<file path="src/rtl/bus_arbiter_2m.sv">
`default_nettype none
// ============================================================================
// Module   : bus_arbiter_2m
// Brief    : Two-master round-robin arbiter in front of one FemtoRV32-style slave.
// Revision : 1.0
// ============================================================================
module bus_arbiter_2m #(
  parameter int unsigned RD_LAT = 1
) (
  input  logic        clk,
  input  logic        resetn,
  input  logic [31:0] m0_addr,
  input  logic [31:0] m0_wdata,
  input  logic [3:0]  m0_wmask,
  input  logic        m0_rstrb,
  output logic [31:0] m0_rdata,
  output logic        m0_rbusy,
  output logic        m0_wbusy,
  input  logic [31:0] m1_addr,
  input  logic [31:0] m1_wdata,
  input  logic [3:0]  m1_wmask,
  input  logic        m1_rstrb,
  output logic [31:0] m1_rdata,
  output logic        m1_rbusy,
  output logic        m1_wbusy,
  output logic [31:0] s_addr,
  output logic [31:0] s_wdata,
  output logic [3:0]  s_wmask,
  output logic        s_rstrb,
  input  logic [31:0] s_rdata,
  output logic        gnt,
  output logic        active
);

  localparam logic [2:0] LAT_INIT = 3'(RD_LAT);

  typedef enum logic [1:0] {
    IDLE  = 2'd0,
    ISSUE = 2'd1,
    WAIT  = 2'd2
  } state_t;

  state_t      state_q, state_d;
  logic [31:0] m_addr  [2];
  logic [31:0] m_wdata [2];
  logic [3:0]  m_wmask [2];
  logic [1:0]  m_rstrb;

  logic [1:0]  pend_q, is_wr_q, clr;
  logic [31:0] addr_q  [2];
  logic [31:0] wdata_q [2];
  logic [3:0]  wmask_q [2];
  logic [31:0] rdata_q [2];

  logic        gnt_q, gnt_d, last_q, last_d, sel, rd_done;
  logic [2:0]  cnt_q, cnt_d;
  logic [31:0] s_addr_q, s_addr_d, s_wdata_q, s_wdata_d;
  logic [3:0]  s_wmask_q, s_wmask_d;
  logic        s_rstrb_q, s_rstrb_d;

  assign m_addr[0]  = m0_addr;
  assign m_addr[1]  = m1_addr;
  assign m_wdata[0] = m0_wdata;
  assign m_wdata[1] = m1_wdata;
  assign m_wmask[0] = m0_wmask;
  assign m_wmask[1] = m1_wmask;
  assign m_rstrb    = {m1_rstrb, m0_rstrb};

  always_comb begin
    state_d   = state_q;
    gnt_d     = gnt_q;
    last_d    = last_q;
    cnt_d     = cnt_q;
    s_addr_d  = s_addr_q;
    s_wdata_d = s_wdata_q;
    s_wmask_d = 4'd0;
    s_rstrb_d = 1'b0;
    clr       = 2'b00;
    rd_done   = 1'b0;
    sel       = 1'b0;
    case (state_q)
      IDLE: begin
        if (|pend_q) begin
          // The round-robin pointer only moves when both masters contend.
          sel = (&pend_q) ? ~last_q : pend_q[1];
          if (&pend_q) last_d = sel;
          gnt_d     = sel;
          s_addr_d  = addr_q[sel];
          s_wdata_d = wdata_q[sel];
          if (is_wr_q[sel]) s_wmask_d = wmask_q[sel];
          else              s_rstrb_d = 1'b1;
          state_d = ISSUE;
        end
      end
      ISSUE: begin
        if (is_wr_q[gnt_q]) begin
          clr[gnt_q] = 1'b1;
          state_d    = IDLE;
        end else begin
          cnt_d   = LAT_INIT;
          state_d = WAIT;
        end
      end
      WAIT: begin
        cnt_d = cnt_q - 3'd1;
        if (cnt_q == 3'd1) begin
          rd_done    = 1'b1;
          clr[gnt_q] = 1'b1;
          state_d    = IDLE;
        end
      end
      default: state_d = IDLE;
    endcase
  end

  always_ff @(posedge clk or negedge resetn) begin
    if (!resetn) begin
      state_q   <= IDLE;
      gnt_q     <= 1'b0;
      last_q    <= 1'b1;
      cnt_q     <= 3'd0;
      s_addr_q  <= 32'd0;
      s_wdata_q <= 32'd0;
      s_wmask_q <= 4'd0;
      s_rstrb_q <= 1'b0;
    end else begin
      state_q   <= state_d;
      gnt_q     <= gnt_d;
      last_q    <= last_d;
      cnt_q     <= cnt_d;
      s_addr_q  <= s_addr_d;
      s_wdata_q <= s_wdata_d;
      s_wmask_q <= s_wmask_d;
      s_rstrb_q <= s_rstrb_d;
    end
  end

  // A strobe is only accepted into an empty buffer; clear and capture never coincide.
  always_ff @(posedge clk or negedge resetn) begin
    if (!resetn) begin
      pend_q  <= 2'b00;
      is_wr_q <= 2'b00;
      for (int i = 0; i < 2; i++) begin
        addr_q[i]  <= 32'd0;
        wdata_q[i] <= 32'd0;
        wmask_q[i] <= 4'd0;
        rdata_q[i] <= 32'd0;
      end
    end else begin
      for (int i = 0; i < 2; i++) begin
        if (clr[i]) begin
          pend_q[i] <= 1'b0;
        end else if (!pend_q[i] && (m_wmask[i] != 4'd0 || m_rstrb[i])) begin
          pend_q[i]  <= 1'b1;
          is_wr_q[i] <= (m_wmask[i] != 4'd0);
          addr_q[i]  <= m_addr[i];
          wdata_q[i] <= m_wdata[i];
          wmask_q[i] <= m_wmask[i];
        end
        if (rd_done && gnt_q == 1'(i)) rdata_q[i] <= s_rdata;
      end
    end
  end

  assign m0_rbusy = pend_q[0] & ~is_wr_q[0];
  assign m0_wbusy = pend_q[0] &  is_wr_q[0];
  assign m1_rbusy = pend_q[1] & ~is_wr_q[1];
  assign m1_wbusy = pend_q[1] &  is_wr_q[1];
  assign m0_rdata = rdata_q[0];
  assign m1_rdata = rdata_q[1];
  assign s_addr   = s_addr_q;
  assign s_wdata  = s_wdata_q;
  assign s_wmask  = s_wmask_q;
  assign s_rstrb  = s_rstrb_q;
  assign gnt      = gnt_q;
  assign active   = (state_q != IDLE);

endmodule
`default_nettype wire

</file>
<file path="config.mk">
export PLATFORM = sky130hd
export DESIGN_NAME = bus_arbiter_2m
export DESIGN_NICKNAME = d
export VERILOG_FILES = /design/src/rtl/bus_arbiter_2m.sv
export SDC_FILE = /design/constraint.sdc
export NUM_CORES = 1
export LEC_CHECK = 0
export ABC_AREA = 0
export BUFFER_PORTS_ARGS = -buffer_cell sky130_fd_sc_hd__buf_2
export CAP_MARGIN = 20
export CORE_MARGIN = 3
export CORE_UTILIZATION = 48
export DETAILED_ROUTE_END_ITERATION = 10
export PLACE_DENSITY_LB_ADDON = 0.2
export SYNTH_ARGS = -nofsm -noshare
export SYNTH_HDL_FRONTEND = slang
export SYNTH_SLANG_ARGS = --single-unit
</file>
<file path="constraint.sdc">
create_clock -name clk -period 2.3 [get_ports clk]
set_input_delay 0.46 -clock clk [delete_from_list [all_inputs] [get_ports clk]]
set_output_delay 0.46 -clock clk [all_outputs]
set_load 0.03 [all_outputs]
</file>
# --- After elaboration in Yosys (flattened, before gate mapping) ---
# Index checks and enable logic that the tools add are counted.
totals:
  reg_bits: 280
  output_inout_bits: 139
op_classes:
  n_addsub: 1
  n_lt_le_gt_ge: 4
  n_eq_ne: 6
  muxes: 37
  bitwise_logic: 11
  n_reduce_logical: 24
op_table:
  columns: ["cell", "n"]
  rows:
  - ["$mux 32", 6]
  - ["$mux 4", 6]
  - ["$mux 1", 15]
  - ["$reduce_and 2->1", 6]
  - ["$mux 2", 5]
  - ["$reduce_bool 2->1", 4]
  - ["$reduce_bool 4->1", 2]
  - ["$ne 2x2->1 const B", 3]
  - ["$not 1->1", 6]
  - ["$pmux 2 s3", 1]
  - ["$pmux 3 s2", 1]
  - ["$logic_and 1x1->1", 5]
  - ["$and 1x1->1", 4]
  - ["$lt 1x2->1 const B", 2]
  - ["$pmux 2 s2", 1]
  - ["$reduce_and 4->1", 1]
  - ["$eq 3x1->1 const B", 1]
  - ["$mux 3", 1]
  - ["$sub 3x1->3 const B", 1]
  - ["$eq 2x1->1 const B", 1]
  - ["$eq 2x2->1 const B", 1]
  - ["$ge 2x2->1 const B", 1]
  - ["$logic_not 1->1", 2]
  - ["$logic_not 2->1", 1]
  - ["other kinds (5)", 6]

# --- Longest topological paths before layout ---
depth:
  word_depth: 9
  ltp_mapped: 9
  mapped_depth_nobuf: 6

# --- Least setup slack after synthesis ---
# OpenSTA, ideal clock, no wires.
synth_timing:
  kind: "reg2reg"
  from: "register state_q[0]"
  to: "register addr_q[32] (netlist name)"
  setup_ps: 125
  t_arrival_ps: 2186
  setup_slack_ps: -11
  stages_incl_launch_ff: 9
  n_path_buf: 2
  path_cell_list: "dfrtp_1 > inv_1 > ha_1 > and4b_1 > a311oi_4 > and2_4 > buf_12 > buf_12 > mux2_4"
synth_via:
  elab_chain_len: 4
  elab_cells_between_ends: 5
  classes_between: "eq/ne (2); mux (1); bitwise (1); reduce/logical (1)"
synth_rtl:
  columns: ["item", "line_no", "source"]
  rows:
  - ["start, declared", "43", "state_t state_q, state_d;"]
  - ["start signal, assigned", "127", "state_q <= state_d;"]
  - ["$eq 2x2->1 / $eq 2x1->1 (equally long branches)", "81", "case (state_q)"]
  - ["$pmux 2 s2 (*)", "81", null]
  - ["$not 1->1 (no source line) (*)", null, null]
  - ["$reduce_and 2->1 (no source line) (*)", null, null]
  - ["end signal, assigned by index", "156", "addr_q[i] <= m_addr[i];"]
  - ["end, declared", "50", "logic [31:0] addr_q [2];"]
# Mark *: on every way between the ends. The rest lies on a longest branch, timed or not.
# A chain may end at the register's enable or synchronous reset.

# --- Worst setup path in the final report ---
layout_timing:
  from: "register state_q[1]"
  to: "register addr_q[35] (netlist name)"
# The elaborated chain is that of the path after synthesis.

==> implementation parameters <==
Parameter                              Value

Synthesis
  Cell variety after synth ... 43
  Fraction of the yosys area taken by sequential cells ... 58.8%
  Synthesized flop and latch total ... 280
  Synthesized netlist net count ... 977
  Yosys warns ... 0
  Synth Area per Inst ... 14.9 um2
  Netlist Area Pre-Place ... 11,900 um2
  Synth Instances ... 800

Clock network
  Clock sink total ... 280
  CTS Root Buffer Type ... clkbuf_16
  Count of H-tree levels built during CTS ... 1
  Max Root-Sink Buffers ... 3
  Clock Latency Late Sink ... 540 ps
  Clock tree from TritonCTS ... done
  Count of buffers added by post-CTS timing repair for setup ... 0
  Inserted Clock Buffers ... 30
  Clock input transition at the sequential cells of the worst setup and hold paths ... 60 ps

Detailed routing
  Violation count after the first detailed-routing iteration ... 443
  First-pass detailed-route iteration total ... 4
  Vias after detailed routing ... 7,360
  Number of routed nets with antenna violations ... 0
  Post-Route WL ... 26.8 mm
  Number of DRC violations after detailed routing ... 0
  Detail-routed net length per standard cell ... 18.1 um
  Via/cell ratio ... 4.97

Pwr
  Leakage power ... 7.40 nW
  Worst vdd rail ir drop ... 872 uV
  Power Internal ... 16.4 mW
  Relative contribution of sequential cells to total power ... 33.6%
  Clock network fraction of total power ... 19.4%
  Overall power consumption ... 26.3 mW
  Power per standard cell area ... 1750 nW/um2
  Share of total power consumed by net switching ... 37.6%
  Reported net switching power ... 9.89 mW
  Relative contribution of combinational cells to total power ... 47.0%

Critical path
  Cell breakdown of the critical path ... inv_1 > ha_2 > and4b_1 > a311oi_4 > and2_4 > buf_4 > mux2_4
  Setup slack, reg-to-reg ... 90 ps
  Library cell contributing the largest single delay on the critical path ... dfrtp_1
  Critical path's largest stage delay ... 390 ps
  Kind of start point of the critical path ... flop
  Max FO, Critical Path ... 12
  Required time of the critical path ... 2720 ps
  Worst setup EP type ... flop
  Worst setup path category ... reg2reg
  Signal arrival time at the worst endpoint ... 2630 ps

Die
  Floorplan core area ... 24,400 um2
  Die height ... 164 um
  I/O pin total ... 311
  Width of the chip ... 164 um
  Number of standard-cell rows in the floorplan ... 57
  Initial Utilization ... 48.9%
  Floorplan die area ... 26,800 um2

Placement
  Post-DP HPWL ... 18.8 mm
  IO buf count ... 310
  Placer Congestion ... 0.773

STA
  RSZ-0062 raised after global routing ... yes
  Timing-limited maximum frequency ... 452 MHz
  Time the worst path needs with I/O delays and setup ... 2210 ps
  Actual slew at the worst max-slew pin ... 575 ps
  Worst max-slew margin expressed relative to the limit ... 61.7%
  Slew Limit Fails ... 0
  Clock Skews ... 8.05 ps
  Number of failing hold endpoints at the final stage ... 0
  Final Cycle Share ... 96.1%
  # setup viols final ... 0

Global route
  Overall fraction of global-route tracks in use ... 19.7%
  First-pass GRT wire length ... 42.2 mm
  Overflow left after global routing ... 0
  Number of global-route vias before repair ... 7,663
  Number of antenna violations at the first check in global routing ... 3
  Pin count of the biggest net entering global routing ... 90

Cells and area
  Most used cells in the layout excluding fill and tap cells ... buf_2, dfrtp_1, mux2_4
  Area grow syn2layout ... 25.8%
  Fraction of layout instances using a drive strength above 1 ... 52.8%
  Final #Nets ... 1,308
  Post-layout util ... 61.5%
  Most common cell after layout, fill and taps aside ... buf_2

Run status
  Outcome ... finished, final reports clean

Run
  Max Cap Viol ... 0

Worst hold path
  Min-Delay Path Class ... in2reg
==> cell type report <==
class / count / area (um2)
Sequential cell: 280 / 7010
Fill cell: 1942 / 9400
Timing Repair Buffer: 346 / 1990
Multi-Input combinational cell: 466 / 4480
Antenna cell: 2 / 5.00
Clock inverter: 13 / 175
Clock buffer: 42 / 897
Inverter: 7 / 26.3
Tap cell: 324 / 405
==> sequential cells by signal, indices dropped and copies added (netlist names), 4 cells and up <==
name	flops
s_wmask	4
wdata_q	64
m0_rdata	32
s_wdata	32
wmask_q	8
m1_rdata	32
s_addr	32
addr_q	64
==> logic make-up (layout without fill, tap and decap cells) <==
logic type	after synthesis	count (layout)	share of synthesized area, %
mux	262	262	27.8
other cells	0	2	0
fa+ha+maj	5	5	0.525
xor+xnor	1	1	0.0735
simple gates	104	104	4.00
buf+inv	54	408	3.81
compound gates	94	94	4.98
flops	280	280	58.8
==> stage by stage <==
step	setup TNS [ps]	hold slack (ps)	instances	worst slack [ps]	area (um2)
2_1_floorplan	0	164	800	27.8	11900
3_3_place_gp	0	456	1422	97.8	13900
3_5_place_dp	0	463	1422	79.9	13900
4_1_cts	0	116	1478	58.0	15000
5_1_grt	-9.68	110	1479	-4.54	15000
6_report	0	148	1480	88.9	15000
==> final timing paths <==
check | from | to | cells past startpoint
setup / recovery | state_q[1] | addr_q[35] | 7
hold / removal | m1_addr[22] | addr_q[22] | 2
setup reg to reg | state_q[1] | addr_q[35] | 7
hold reg to reg | s_wdata[20] | s_wdata[20] | 2
max in group asynchronous | resetn | last_q | 3
min in group asynchronous | resetn | s_addr[2] | 2
==> timing repair <==
| action | CTS | global route |
|---|---|---|
| setup endpoints to repair | 0 | 16 |
| hold buffers | 1 | 0 |
| resized for setup | 0 | 2 |
| hold endpoints to repair | 62 | 0 |
==> critical path: cells and delay by family, from the launching register on <==
kind | cells | cell delay, ps
muxes | 1 | 330
AOI/OAI and AO/OA | 1 | 280
adders and majority gates | 1 | 280
buffers and inverters | 2 | 350
DFF | 1 | 390
and+or+nand+nor | 2 | 450
==> metal layers <==
| metal | global-route usage, % | share of wire [%] |
|---|---|---|
| met5 | 0 | 0.078 |
| met2 | 31.9 | 47 |
| met3 | 4.89 | 7.2 |
| met1 | 27.2 | 44 |
| met4 | 4.38 | 1.6 |
==> cell usage after synthesis, drive strengths merged <==
master / number / share of area (%)
a21o: 1 / 0.063
or4: 2 / 0.19
nor3: 1 / 0.042
a31oi: 2 / 0.23
nor2b: 6 / 0.31
and3b: 2 / 0.15
o21ai: 67 / 2.8
nand2b: 2 / 0.10
a211oi: 1 / 0.063
nand3: 1 / 0.042
a22o: 12 / 0.92
mux2: 193 / 22
a41o: 1 / 0.084
or2: 3 / 0.20
nor2: 7 / 0.22
o2bb2ai: 1 / 0.074
and2: 6 / 0.36
dfstp: 1 / 0.22
o31ai: 1 / 0.063
a221o: 1 / 0.084
ha: 5 / 0.52
a21oi: 3 / 0.13
dfrtp: 279 / 59
a21boi: 1 / 0.063
nand2: 73 / 2.3
mux2i: 69 / 5.8
inv: 7 / 0.22
clkbuf: 16 / 0.51
and4b: 1 / 0.084
buf: 31 / 3.1
xnor2: 1 / 0.074
o22a: 2 / 0.17
a311oi: 1 / 0.22
==> power by group through the flow <==
stage | Clock (mW) | Combinational (mW) | Sequential, mW
3_3_place_gp | 0 | 12.2 | 8.82
3_5_place_dp | 0 | 12.5 | 8.87
4_1_cts | 5.23 | 12.5 | 8.85
5_1_grt | 5.43 | 13.3 | 9.17
6_report | 5.09 | 12.4 | 8.83
2_1_floorplan | 0 | 7.28 | 10.8
Note: power is estimated with default switching activity, not from simulation.
